## src/rtl/oops_pkg.sv

```systemverilog
// Shared definitions for the SPI command slave datapath.
//   CMD_READ / CMD_WRITE : two-bit SPI opcodes decoded upstream
//   ADDR_W / DATA_W      : external asynchronous SRAM geometry
//   sram_seq_state_t     : phase of one timed SRAM access
//   max3()               : helper for sizing phase counters
package oops_pkg;

   localparam logic [1:0] CMD_READ  = 2'b10;
   localparam logic [1:0] CMD_WRITE = 2'b11;

   localparam int ADDR_W = 17;
   localparam int DATA_W = 8;

   typedef enum logic [1:0] {
      IDLE  = 2'd0,
      SETUP = 2'd1,
      PULSE = 2'd2,
      HOLD  = 2'd3
   } sram_seq_state_t;

   function automatic int max3(input int a, input int b, input int c);
      int m;
      m = (a > b) ? a : b;
      return (m > c) ? m : c;
   endfunction

endpackage

```

## src/rtl/sram_access_seq.sv

```systemverilog
// sram_access_seq
//   Takes one decoded SPI command per valid/ready handshake and runs a timed
//   asynchronous-SRAM cycle: SETUP (address + cen), PULSE (oen or wen low),
//   HOLD (strobe released, cen still low), then back to IDLE. Read data is
//   returned with a one-cycle rsp_valid pulse in the first IDLE cycle.
// Ports
//   clk, rst                 clock, synchronous active-high reset
//   cmd_valid/ready          command handshake (ready only in IDLE, not in reset)
//   cmd_write/addr/wdata     command fields, captured on accept
//   rsp_valid/rsp_rdata      read response (pulse / held data)
//   busy                     access in progress
//   sram_cen/oen/wen         active-low SRAM strobes (registered)
//   sram_addr                SRAM address, held after the access
//   sram_dq_o/sram_dq_oe     write data and pad drive enable (registered)
//   sram_dq_i                data from the SRAM pad
module sram_access_seq #(
   parameter int ADDR_W    = oops_pkg::ADDR_W,
   parameter int DATA_W    = oops_pkg::DATA_W,
   parameter int SETUP_CYC = 1,
   parameter int PULSE_CYC = 2,
   parameter int HOLD_CYC  = 1
) (
   input  logic              clk,
   input  logic              rst,
   input  logic              cmd_valid,
   output logic              cmd_ready,
   input  logic              cmd_write,
   input  logic [ADDR_W-1:0] cmd_addr,
   input  logic [DATA_W-1:0] cmd_wdata,
   output logic              rsp_valid,
   output logic [DATA_W-1:0] rsp_rdata,
   output logic              busy,
   output logic              sram_cen,
   output logic              sram_oen,
   output logic              sram_wen,
   output logic [ADDR_W-1:0] sram_addr,
   output logic [DATA_W-1:0] sram_dq_o,
   output logic              sram_dq_oe,
   input  logic [DATA_W-1:0] sram_dq_i
);

   import oops_pkg::*;

   localparam int CNT_W = $clog2(max3(SETUP_CYC, PULSE_CYC, HOLD_CYC) + 1);
   localparam logic [CNT_W-1:0] SETUP_LD = CNT_W'(SETUP_CYC);
   localparam logic [CNT_W-1:0] PULSE_LD = CNT_W'(PULSE_CYC);
   localparam logic [CNT_W-1:0] HOLD_LD  = CNT_W'(HOLD_CYC);

   if (SETUP_CYC < 1 || PULSE_CYC < 1 || HOLD_CYC < 1) begin : g_cyc_check
      $error("sram_access_seq: SETUP_CYC, PULSE_CYC and HOLD_CYC must all be >= 1");
   end

   sram_seq_state_t  state, state_nxt;
   logic [CNT_W-1:0] cnt, cnt_nxt;
   logic             wr_q, wr_nxt;
   logic             accept, last;
   logic             cen_d, oen_d, wen_d, dq_oe_d, rsp_valid_d, rd_sample;

   assign cmd_ready = (state == IDLE) && !rst;
   assign accept    = cmd_valid && cmd_ready;
   assign busy      = (state != IDLE);
   assign last      = (cnt == CNT_W'(1));

   // Next state: the phase counter reloads on every state entry and the
   // phase ends when it reaches 1.
   always_comb begin
      state_nxt = state;
      cnt_nxt   = cnt - CNT_W'(1);
      case (state)
         IDLE: begin
            cnt_nxt = cnt;
            if (accept) begin
               state_nxt = SETUP;
               cnt_nxt   = SETUP_LD;
            end
         end
         SETUP: if (last) begin
            state_nxt = PULSE;
            cnt_nxt   = PULSE_LD;
         end
         PULSE: if (last) begin
            state_nxt = HOLD;
            cnt_nxt   = HOLD_LD;
         end
         HOLD: if (last) begin
            state_nxt = IDLE;
            cnt_nxt   = '0;
         end
         default: begin
            state_nxt = IDLE;
            cnt_nxt   = '0;
         end
      endcase
   end

   // Output decode from the upcoming state, so the registered strobes line
   // up with the state they belong to. On an accept the direction comes
   // straight from the command, otherwise from the captured copy.
   always_comb begin
      wr_nxt      = accept ? cmd_write : wr_q;
      cen_d       = (state_nxt == IDLE);
      wen_d       = !((state_nxt == PULSE) && wr_nxt);
      oen_d       = !((state_nxt == PULSE) && !wr_nxt);
      dq_oe_d     = (state_nxt != IDLE) && wr_nxt;
      rd_sample   = (state == PULSE) && last && !wr_q;
      rsp_valid_d = (state == HOLD) && last && !wr_q;
   end

   always_ff @(posedge clk) begin
      if (rst) begin
         state      <= IDLE;
         cnt        <= '0;
         wr_q       <= 1'b0;
         sram_cen   <= 1'b1;
         sram_oen   <= 1'b1;
         sram_wen   <= 1'b1;
         sram_dq_oe <= 1'b0;
         sram_addr  <= '0;
         sram_dq_o  <= '0;
         rsp_valid  <= 1'b0;
         rsp_rdata  <= '0;
      end else begin
         state      <= state_nxt;
         cnt        <= cnt_nxt;
         sram_cen   <= cen_d;
         sram_oen   <= oen_d;
         sram_wen   <= wen_d;
         sram_dq_oe <= dq_oe_d;
         rsp_valid  <= rsp_valid_d;
         if (accept) begin
            wr_q      <= cmd_write;
            sram_addr <= cmd_addr;
            if (cmd_write) sram_dq_o <= cmd_wdata;
         end
         // Data is taken while oen is still low, at the end of the strobe.
         if (rd_sample) rsp_rdata <= sram_dq_i;
      end
   end

endmodule

```

## config.mk

```make
export PLATFORM = sky130hd
export DESIGN_NAME = sram_access_seq
export DESIGN_NICKNAME = d
export VERILOG_FILES = /design/src/rtl/oops_pkg.sv /design/src/rtl/sram_access_seq.sv
export SDC_FILE = /design/constraint.sdc
export NUM_CORES = 1
export LEC_CHECK = 0
export BUFFER_PORTS_ARGS = -buffer_cell sky130_fd_sc_hd__buf_2
export CAP_MARGIN = 15
export CORE_MARGIN = 1.5
export CORE_UTILIZATION = 46
export CTS_CLUSTER_DIAMETER = 80
export DETAILED_ROUTE_END_ITERATION = 10
export PLACE_DENSITY = 0.9
export SYNTH_ARGS = -nofsm -noshare
export SYNTH_HDL_FRONTEND = slang
export SYNTH_SLANG_ARGS = --single-unit
```

## constraint.sdc

```tcl
create_clock -name clk -period 2 [get_ports clk]
set_clock_uncertainty 0.2 [all_clocks]
set_input_delay 0.5 -clock clk [delete_from_list [all_inputs] [get_ports clk]]
set_output_delay 0.5 -clock clk [all_outputs]
set_load 0.1 [all_outputs]
```

; Word-level counts from Yosys, hierarchy flattened
; Cells that the tools add are included.
; Widths: inputs -> output; s select.
[classes]
n_reduce_logical = 19
muxes = 11
n_addsub = 1
eq_ne = 6
[op_table]
columns = op, count
row1 = $mux 2, 8
row2 = $pmux 2 s4, 2
row3 = $logic_and 1x1->1, 9
row4 = $eq 2x2->1 const B, 3
row5 = $logic_not 1->1, 5
row6 = $eq 2x1->1 const B, 2
row7 = $logic_not 2->1, 2
row8 = $reduce_bool 2->1, 2
row9 = $ne 2x2->1 const B, 1
row10 = $reduce_and 2->1, 1
row11 = $sub 2x1->2 const B, 1
row12 = $mux 1, 1
[totals]
reg_bits = 43
word_cells = 48
input_bits = 37
output_inout_bits = 40

; Depth between registers and ports, before layout
; Gate-level depths: netlist of the first run.
[depth]
word_depth = 8
mapped_depth = 6
mapped_depth_nobuf = 5

; Worst setup path after synthesis of the first run
; OpenSTA, ideal clock, no wires.
[synth_timing]
path_type = register to output
startpoint = reg state[1]
endpoint = out cmd_ready
path_slack_ps = -1076
t_required_ps = 1300
path_stages_with_launch = 4
n_path_buf = 1
arrival_ps = 2376
path_cell_list = dfxtp_1 > buf_2 > or2_2 > nor2_1
[synth_between]
elab_chain_cells = 2
[synth_rtl]
columns = item, line_no
row1 = start: declaration, sram_access_seq.sv:53  ; sram_seq_state_t state, state_nxt;
row2 = start signal: assignment, sram_access_seq.sv:123  ; state <= state_nxt;
row3 = $logic_not 2->1, sram_access_seq.sv:59  ; assign cmd_ready = (state == IDLE) && !rst;
row4 = $logic_and 1x1->1, sram_access_seq.sv:59
row5 = end: declaration, sram_access_seq.sv:26  ; output logic cmd_ready,
; Every way passes these cells.

; Final worst setup path of the first run
; Same ends and word-level chain as after synthesis.

==> results of run 1 <==
through the flow:
stage / setup WS, ns / instance area, um^2 / power [W] / utilization [%] / hold WS [ns]
global route: 0.03145 / 2298 / 0.002237 / 66.78 / 0.2087
CTS: 0.001569 / 2281 / 0.002162 / 66.27 / 0.2006
detailed placement: 0.1797 / 2171 / 0.001575 / 63.07 / 0.2678
floorplan: -0.07055 / 1730 / 0.001448 / - / 0.2885
global placement: 0.2191 / 2171 / 0.001568 / 63.07 / 0.2550
finish: 0.06305 / 2298 / 0.002147 / 66.78 / 0.2084
timing repair:
action / CTS / global route
buffers inserted: 1 / 2
endpoints found under the setup margin: 1 / 1
pin swaps: 0 / 0
cloned: 0 / 0
resized for setup: 1 / 1
state kept, by name, summed over array words and instances (netlist names):
name,flops
sram_addr,17
rsp_rdata,8
sram_dq_o,8
cnt,2
state,2
rsp_valid,1
sram_cen,1
sram_dq_oe,1
sram_oen,1
sram_wen,1
wr_q,1
power by group through the flow:
| stage | clock, W | combinational [W] | sequential (W) |
|---|---|---|---|
| 2_1_floorplan | 0 | 0.000179 | 0.00127 |
| 3_3_place_gp | 0 | 0.000602 | 0.000966 |
| 3_5_place_dp | 0 | 0.000607 | 0.000968 |
| 4_1_cts | 0.000601 | 0.000619 | 0.000942 |
| 5_1_grt | 0.000637 | 0.000655 | 0.000945 |
| 6_report | 0.000584 | 0.000623 | 0.000939 |
cell type report:
type | instances | area, um^2
fill | 292 | 1144
multi-input combinational | 124 | 774.5
inverter | 4 | 15.01
clock buffer | 8 | 100.1
sequential | 43 | 868.3
timing repair buffer | 84 | 483.0
tap | 46 | 57.56
worst min path at each step:
stage                     depth (start not counted)  slack (ns)                      start                         to
after detailed placement                          2        0.27  sram_addr[5]$_SDFFE_PP0P_  sram_addr[5]$_SDFFE_PP0P_
after floorplan                                   2        0.29            wr_q$_SDFF_PP0_       rsp_valid$_SDFF_PP0_
final                                             3        0.21                cmd_addr[5]  sram_addr[5]$_SDFFE_PP0P_
after global routing                              3        0.21                cmd_addr[5]  sram_addr[5]$_SDFFE_PP0P_
after global placement                            2        0.25  sram_addr[3]$_SDFFE_PP0P_  sram_addr[3]$_SDFFE_PP0P_
after CTS                                         3        0.20                cmd_addr[4]  sram_addr[4]$_SDFFE_PP0P_
cells in the final DEF (no fill, tap or decap), drive strengths merged, types with 2 or more instances in the layout:
cell type,count
buf,84
dfxtp,43
nand2b,26
nand2,20
o21ai,18
nor2,15
a21oi,12
mux2i,9
a31o,8
clkbuf,8
inv,4
ha,3
or3,2
worst max-delay path: stages (launching register included):
cell and delay (ns):
dfxtp_4 0.38, or2_4 0.26, nor2_4 0.13, buf_12 0.18
layer usage:
metal	track usage, %	vias up
met5	0	-
met3	4.754	5
li1	-	770
met2	27.34	53
met1	22.30	651
met4	7.337	0
cells by family after synthesis:
kind of cell,Yosys count
fa+ha+maj,3
buf+inv,18
flops,43
compound gates,41
mux,10
simple gates,70
==> out/metrics.cfg, run 1 <==
[place]
dpl.hpwl_um = 2475
place_inst = 298
gp_congestion = 0.7423
portBuffers = 76

[global_routing]
grt_use_total_pct = 17.36
gr-total-overflow = 0
antenna_found_initial = 0
grt_pass1_wl_um = 5644
grt_max_degree = 31
grt_pass1_vias = 1351

[drt]
finalWirelength_um = 3438
top_layer_used = met4
wl_met2_um = 1544
dr.pass1.iters = 4
viasPerCell = 4.786
drc = 0
vias = 1479
drt_iter0_markers = 40
wl_per_cell_um = 11.13
postRouteAntennaNets = 0
wl_met1_um = 1599
met3_length_um = 251

[synthesis]
synth_top_family_by_area = simple AND/OR/NAND/NOR gates
yosys.area.top_type = dfxtp_1
netlist_top_cells_area = dfxtp_1, nand2b_1, mux2i_1
synth_simple_gate_area_share_pct = 22.25
ys_seq_area_share_pct = 50.51
synth_compound_area_share_pct = 14.46
synthMuxAreaShare_pct = 5.947
synth_edf_count = 0
ys_types = 25
yosysWarnings = 0
yosysTopAreaCellShare_pct = 50.51
synth_flop_cell = dfxtp_1
syn_nets = 225
synth_xor_area_share_pct = 0
syn_area_per_cell_um2 = 9.212
synth_fa_ha_area_share_pct = 2.203
synth_most_common_cell = dfxtp_1
async_flop_share_pct = 0
syn_area_um2 = 1704
ys_seq_elements = 43
synthCells = 185
synthTopCellsByCount = dfxtp_1, nand2b_1, nand2_1, o21ai_0, nor2_1

[timing]
period_share_pct = 96.85
maxSlewViolCount = 0
fmax_mhz = 516.3
slew_headroom_pct = 66.74
tightestPinTransition_ns = 0.5024
rsz0062_at_grt = no
setup_viol = 0
tns_ns = 0
hold_viol = 0
layout_min_cycle_time_ns = 1.937

[power]
clock_power_share_pct = 27.2
p_per_area_nw_per_um2 = 933.9
seqPwrFrac_pct = 43.8
comb_power_share_pct = 29.0
p_sw_w = 0.0007724
sw_frac_of_total_pct = 35.98
p_leak_nw = 1.042
internal-power_w = 0.001374
max-vdd-ir-drop_v = 0.0005095

[worst_setup_path]
cp-startpoint = state[1]$_SDFF_PP0_
r2r_start = cnt[1]$_SDFFE_PP0P_
crit_type = flip-flop to output pin
cp.required_ns = 1.30
reg2reg_slack_ns = 0.24
critical_path_arrival_ns = 1.24
crit_end = cmd_ready
reg2reg_depth = 5
crit_fanout = 9
reg2reg_to = sram_oen$_SDFF_PP1_
worst_setup_path_start_kind = flip-flop
worstSetupEndpointType = output pin

[clock_network]
cts_buffers = 5
cts_sinks = 43
cts_htree_levels = 2
clk_latency_ns = 0.28
cts_hold_buffers = 0
clkTransAtPathRegs_ns = 0.07
clock_path_buffers = 2
cts-root-buf = clkbuf_8
tritoncts = yes

[floorplanning]
die-area_um2 = 4079
die_y_um = 63.87
ios = 77
start_util_pct = 49.51
core_area_um2 = 3442
dieWidth_um = 63.87
rows = 21

[finish]
fin_nets = 302
n_antenna_cell = 0
syn2layout_area_growth_pct = 34.87
final_cells = 309
drive_gt1_share_pct = 37.64

[hold_path]
hold_class = primary input to flip-flop

[outcome]
status = finished clean

[run]
drv_cap = 0

Power figures use the tool's default switching activity.
==> inputs of run 2 (changes only) <==
--- a/config.mk
+++ b/config.mk
@@ -8,10 +8,10 @@
 export BUFFER_PORTS_ARGS = -buffer_cell sky130_fd_sc_hd__buf_2
 export CAP_MARGIN = 15
 export CORE_MARGIN = 1.5
-export CORE_UTILIZATION = 46
+export CORE_UTILIZATION = 45
 export CTS_CLUSTER_DIAMETER = 80
 export DETAILED_ROUTE_END_ITERATION = 10
-export PLACE_DENSITY = 0.9
+export PLACE_DENSITY = 0.88
 export SYNTH_ARGS = -nofsm -noshare
 export SYNTH_HDL_FRONTEND = slang
 export SYNTH_SLANG_ARGS = --single-unit
==> run 2 against run 1 <==
  * First-iteration DRC count grew 98%
  * Worst setup slack worse by 0.011 ns
  * Utilization is 3.2 points lower
  * Largest cell class unchanged
  * Maximum frequency decreased by 0.57%
==> out/metrics.cfg, run 2 (synthesis gave the netlist of run 1 again) <==
[timing]
maxSlewViolCount = 0  ; unchanged
fmax_mhz = 513.3  ; -0.57%
period_share_pct = 97.40  ; +0.55 points
slew_headroom_pct = 67.14  ; +0.40 points
tightestPinTransition_ns = 0.4964  ; -0.006063 ns
hold_viol = 0  ; unchanged
rsz0062_at_grt = no
setup_viol = 0  ; unchanged
layout_min_cycle_time_ns = 1.948  ; +0.01105 ns
fin_ws_ns = 0.05200  ; -0.01105 ns

[floorplanning]
ios = 77  ; unchanged
die-area_um2 = 4165  ; +2.1%
die_y_um = 64.54  ; +1.1%
dieWidth_um = 64.54  ; +1.1%
rows = 22  ; +4.8%
core_area_um2 = 3661  ; +6.4%
start_util_pct = 46.55  ; -3.0 points

[clock_network]
clk_latency_ns = 0.28  ; about the same
clkTransAtPathRegs_ns = 0.08  ; about the same
cts_hold_buffers = 0  ; unchanged
cts_htree_levels = 2  ; unchanged
tritoncts = yes
cts-root-buf = clkbuf_8
cts_buffers = 5  ; unchanged
clock_path_buffers = 2  ; unchanged
cts_sinks = 43  ; unchanged

[place]
portBuffers = 76  ; unchanged
place_area_um2 = 2166  ; -0.23%
dpl.hpwl_um = 2517  ; +1.7%
place_ws_ns = 0.1461  ; -0.03352 ns
gp_congestion = 0.7643  ; +3.0%

[worst_setup_path]
cp_slowest_cell = dfxtp_4
worst_setup_path_start_kind = flip-flop
cpLargestDelayFamily = simple AND/OR/NAND/NOR gates
worstPathCellList = or2_4 -> nor2_4 -> buf_12
max_stage_delay_ns = 0.38  ; about the same
crit_type = flip-flop to output pin
worstSetupEndpointType = output pin
critical_path_arrival_ns = 1.25  ; about the same
crit_fanout = 10  ; +1
critPathBufInv = 1  ; unchanged
cp.required_ns = 1.30  ; about the same

[finish]
n_antenna_cell = 0  ; unchanged
largest_reg_flops = 17  ; unchanged
syn2layout_area_growth_pct = 36.49
fin_nets = 303  ; +0.33%
stdcell_area_um2 = 2326  ; +1.2%
final_common_cell = buf_2
reg.largest.list = sram_addr: 17 flops, rsp_rdata: 8 flops, sram_dq_o: 8 flops
fin_util_pct = 63.53  ; -3.2 points
final_cell_mix = buf_2, dfxtp_1, nand2b_1
drive_gt1_share_pct = 38.26  ; +0.61 points
max_flop_register = sram_addr

[drt]
finalWirelength_um = 3476  ; +1.1%
drc = 0  ; unchanged
viasPerCell = 4.705  ; -1.7%
drt_iter0_markers = 79  ; +98%
wl_per_cell_um = 11.14  ; +0.13%
vias = 1468  ; -0.74%
postRouteAntennaNets = 0  ; unchanged
dr.pass1.iters = 4  ; unchanged

[global_routing]
grt_pass1_vias = 1404  ; +3.9%
grt_pass1_wl_um = 5871  ; +4.0%
antenna_found_initial = 0  ; unchanged
grt_use_total_pct = 17.65  ; +0.29 points
gr-total-overflow = 0  ; unchanged
grt_max_degree = 41  ; +32%

[power]
p_total_w = 0.002237  ; +4.2%
p_per_area_nw_per_um2 = 961.9  ; +3.0%
p_leak_nw = 1.058  ; +1.5%
max-vdd-ir-drop_v = 0.0005099  ; about the same

[hold_path]
hold_class = primary input to flip-flop

[outcome]
status = finished clean

[run]
drv_cap = 0  ; unchanged

==> run 2: cell count changes in the layout (fill, tap and decap cells not counted), sizes merged <==
cell and change:
bufinv +1, buf +1, clkbuf -2, clkinv +1
==> run 2: cell type report <==
| class | count | area (um^2) |
|---|---|---|
| multi-input cells | 124 | 774.5 |
| inverters | 4 | 15.01 |
| well taps | 48 | 60.06 |
| clock buffers | 6 | 82.58 |
| flip-flops and latches | 43 | 868.3 |
| clock inverters | 2 | 35.03 |
| repair buffers | 85 | 490.5 |
| fillers | 325 | 1335 |
==> run 2: timing repair <==
action                     4_1_cts  5_1_grt
pin swaps                        0        0
setup endpoints to repair        1        1
buffers inserted                 1        4
resized for setup                2        0
==> run 2: final timing paths <==
| check | slack, ns | start | end | cells after the start |
|---|---|---|---|---|
| hold / removal | 0.21 | cmd_addr[8] | sram_addr[8]$_SDFFE_PP0P_ | 3 |
| setup / recovery | 0.05 | state[1]$_SDFF_PP0_ | cmd_ready | 3 |
| hold reg to reg | 0.27 | sram_addr[13]$_SDFFE_PP0P_ | sram_addr[13]$_SDFFE_PP0P_ | 2 |
| setup reg to reg | 0.21 | cnt[0]$_SDFFE_PP0P_ | rsp_rdata[4]$_SDFFE_PP0P_ | 4 |
==> run 2: tightest hold or removal path: stages <==
cell and delay [ns]:
buf_2 0.07, nand2_1 0.03, o21ai_0 0.05
==> run 2: metrics by stage <==
step	TNS, ns	hold WS (ns)	instances
floorplan	-0.07055	0.2885	185
global placement	0	0.2559	299
detailed placement	0	0.2618	299
CTS	0	0.1988	308
global route	0	0.2029	312
finish	0	0.2081	312
==> run 2: power breakdown <==
group / internal [W] / switching, W / leakage (nW)
Combinational: 0.000153 / 0.000472 / 0.644
Sequential: 0.000909 / 0.0000301 / 0.353
Clock: 0.000404 / 0.000270 / 0.0612
==> run 2: metal layers <==
layer | vias to the layer above | share of wire, % | routed length (um) | GRT usage (%)
li1 | 772 | - | - | -
met2 | 46 | 48 | 1653 | 30.47
met4 | 0 | 1.6 | 55 | 6.649
met3 | 7 | 6.5 | 225 | 4.340
met1 | 643 | 44 | 1541 | 21.18
met5 | - | 0 | 0 | 0
==> inputs of run 3 (changes only) <==
--- a/config.mk
+++ b/config.mk
@@ -5,13 +5,15 @@
 export SDC_FILE = /design/constraint.sdc
 export NUM_CORES = 1
 export LEC_CHECK = 0
+export ABC_AREA = 1
 export BUFFER_PORTS_ARGS = -buffer_cell sky130_fd_sc_hd__buf_2
 export CAP_MARGIN = 15
 export CORE_MARGIN = 1.5
 export CORE_UTILIZATION = 45
+export CTS_BUF_LIST = sky130_fd_sc_hd__clkbuf_8 sky130_fd_sc_hd__clkbuf_16
 export CTS_CLUSTER_DIAMETER = 80
 export DETAILED_ROUTE_END_ITERATION = 10
-export PLACE_DENSITY = 0.88
+export PLACE_DENSITY = 0.89
 export SYNTH_ARGS = -nofsm -noshare
 export SYNTH_HDL_FRONTEND = slang
 export SYNTH_SLANG_ARGS = --single-unit
==> run 3 against run 2 <==
  * Clock power up 15%
  * Cell count rose by 5.1%
  * Hold slack worse by 0.0049 ns
  * Register-to-register slack improved by 0.10 ns
  * Final area down 5.5%
  * Die area fell by 4.4%
  * Maximum frequency up 0.55%
  * Count of clock-buffer cells in the layout down 1
==> out/metrics.cfg, run 3 <==
[synthesis]
syn_area_per_cell_um2 = 8.013  ; -13%
syn_area_um2 = 1627  ; -4.6%
ys_seq_elements = 43  ; unchanged
synth_edf_count = 0  ; unchanged
async_flop_share_pct = 0  ; unchanged
synth_flop_cell = dfxtp_1
ys_seq_area_share_pct = 52.92  ; +2.4 points
synthCells = 203  ; +9.7%
netlist_top_cells_area = dfxtp_1, nand2_1, nand3_1
synthTopCellsByCount = nand2_1, dfxtp_1, nand3_1, nor2_1, inv_1
synth_most_common_cell = nand2_1
yosys.area.top_type = dfxtp_1
ys_types = 19  ; -24%
syn_nets = 243  ; +8.0%
yosysTopAreaCellShare_pct = 52.92  ; +2.4 points
yosysWarnings = 0  ; unchanged

[floorplanning]
ios = 77  ; unchanged
rows = 21  ; -4.5%
die-area_um2 = 3984  ; -4.4%
core_area_um2 = 3390  ; -7.4%
die_y_um = 63.12  ; -2.2%
start_util_pct = 47.99  ; +1.4 points
dieWidth_um = 63.12  ; -2.2%

[timing]
tightestPinTransition_ns = 0.4985  ; +0.002113 ns
fmax_mhz = 516.2  ; +0.55%
maxSlewViolCount = 0  ; unchanged
setup_viol = 0  ; unchanged
period_share_pct = 96.86  ; -0.54 points
layout_min_cycle_time_ns = 1.937  ; -0.01074 ns
rsz0062_at_grt = no
slew_headroom_pct = 67.00  ; -0.14 points
fin_ws_ns = 0.06274  ; +0.01074 ns
tns_ns = 0  ; unchanged
hold_viol = 0  ; unchanged
hold_ws_ns = 0.2032  ; -0.004913 ns

[power]
max-vdd-ir-drop_v = 0.0006936  ; +36%
p_leak_nw = 1.169  ; +11%
p_per_area_nw_per_um2 = 1036  ; +7.7%

[worst_setup_path]
crit_fanout = 8  ; -2
reg2reg_slack_ns = 0.31  ; +0.10 ns
worstSetupEndpointType = output pin
crit_type = flip-flop to output pin
critPathBufInv = 2  ; +1
crit_path_frequent_cell = nor2_4
worstPathCellList = nor2_4 -> inv_1 -> nor2_4 -> buf_12
cp_slowest_cell = dfxtp_1
worst_setup_path_start_kind = flip-flop
cpLargestDelayFamily = flip-flops
cp.required_ns = 1.30  ; about the same
max_stage_delay_ns = 0.51  ; +0.13 ns
critical_path_arrival_ns = 1.24  ; about the same

[drt]
vias = 1529  ; +4.2%
viasPerCell = 4.662  ; -0.93%
drc = 0  ; unchanged
drt_iter0_markers = 49  ; -38%
wl_per_cell_um = 10.63  ; -4.5%
finalWirelength_um = 3488  ; +0.35%
dr.pass1.iters = 4  ; unchanged
postRouteAntennaNets = 0  ; unchanged

[place]
portBuffers = 76  ; unchanged
gp_congestion = 0.7401  ; -3.2%
place_ws_ns = 0.1998  ; +0.05366 ns
dpl.hpwl_um = 2685  ; +6.7%

[clock_network]
clock_path_buffers = 2  ; unchanged
clkTransAtPathRegs_ns = 0.08  ; about the same
cts-root-buf = clkbuf_8
ctsResizeCount = 0  ; -2
cts_buffers = 5  ; unchanged
tritoncts = yes
cts_sinks = 43  ; unchanged
clk_latency_ns = 0.29  ; about the same
cts_htree_levels = 2  ; unchanged

[global_routing]
antenna_found_initial = 0  ; unchanged
grt_pass1_vias = 1450  ; +3.3%
grt_use_total_pct = 18.96  ; +1.3 points
gr-total-overflow = 0  ; unchanged
grt_pass1_wl_um = 6044  ; +2.9%
grt_max_degree = 29  ; -29%

[finish]
final_common_cell = buf_2
max_flop_register = sram_addr
largest_reg_flops = 17  ; unchanged
fin_util_pct = 64.86  ; +1.3 points
fillers = 294  ; -9.5%
drive_gt1_share_pct = 33.33  ; -4.9 points
n_antenna_cell = 0  ; unchanged
syn2layout_area_growth_pct = 35.15
reg.largest.list = sram_addr: 17 flops, rsp_rdata: 8 flops, sram_dq_o: 8 flops
fin_nets = 321  ; +5.9%
final_cell_mix = buf_2, nand2_1, dfxtp_1

[hold_path]
hold_class = primary input to flip-flop

[outcome]
status = finished clean

[run]
drv_cap = 0  ; unchanged

-- run 3: timing repair --
action	in CTS	in global routing
hold buffers	0	0
endpoints found under the setup margin	1	0
setup buffers	1	0
-- run 3: kinds of logic (layout without fill, tap and decap cells) --
logic type / Yosys count / count (layout) / share of synthesized area, %
buffers and inverters: 24 / 103 / 7.307
adder cells (fa/ha/maj): 3 / 3 / 2.308
AND/OR/NAND/NOR: 111 / 111 / 30.38
AO/OA/AOI/OAI: 22 / 22 / 7.078
flip-flops: 43 / 43 / 52.92
-- run 3: worst paths after layout --
kind	start	to	depth (start not counted)
min	cmd_addr[6]	sram_addr[6]$_SDFFE_PP0P_	3
max reg2reg	cnt[0]$_SDFFE_PP0P_	rsp_rdata[6]$_SDFFE_PP0P_	6
min reg2reg	sram_addr[11]$_SDFFE_PP0P_	sram_addr[11]$_SDFFE_PP0P_	2
max	state[0]$_SDFF_PP0_	cmd_ready	4
-- run 3: power breakdown --
group	total (W)	switching [W]	leakage [nW]	internal, W
combinational	0.000564	0.000449	0.749	0.000116
clock	0.000775	0.000281	0.0695	0.000494
sequential	0.000939	0.0000332	0.351	0.000906
total	0.00228	0.000763	1.17	0.00152
-- run 3: area by class of cell --
type | instances | area (um^2) | share of cell area (%)
tap | 46 | 57.56 | 2.618
clock inverter | 3 | 63.81 | 2.903
clock buffer | 5 | 68.82 | 3.130
timing repair buffer | 79 | 432.9 | 19.69
sequential | 43 | 860.8 | 39.16
inverter | 16 | 60.06 | 2.732
multi-input combinational | 136 | 654.4 | 29.77
-- run 3: per-layer routing --
layer | GRT usage [%] | share of wire (%) | vias up
li1 | - | - | 801
met1 | 20.50 | 42 | 679
met2 | 34.57 | 51 | 43
met3 | 4.821 | 5.6 | 6
met4 | 8.333 | 1.6 | 0
met5 | 0 | 0 | -
-- run 3: stage by stage --
step	power [W]	area, um^2	std cells
finish	0.002278	2198	328
global route	0.002379	2198	328
CTS	0.002297	2198	328
detailed placement	0.001521	2058	319
global placement	0.001513	2058	319
floorplan	0.001405	1634	203
-- run 3: worst min-delay path: cells and delay by family --
kind	cells	cell delay [ns]
buffers and inverters	1	0.07
and+or+nand+nor	2	0.09
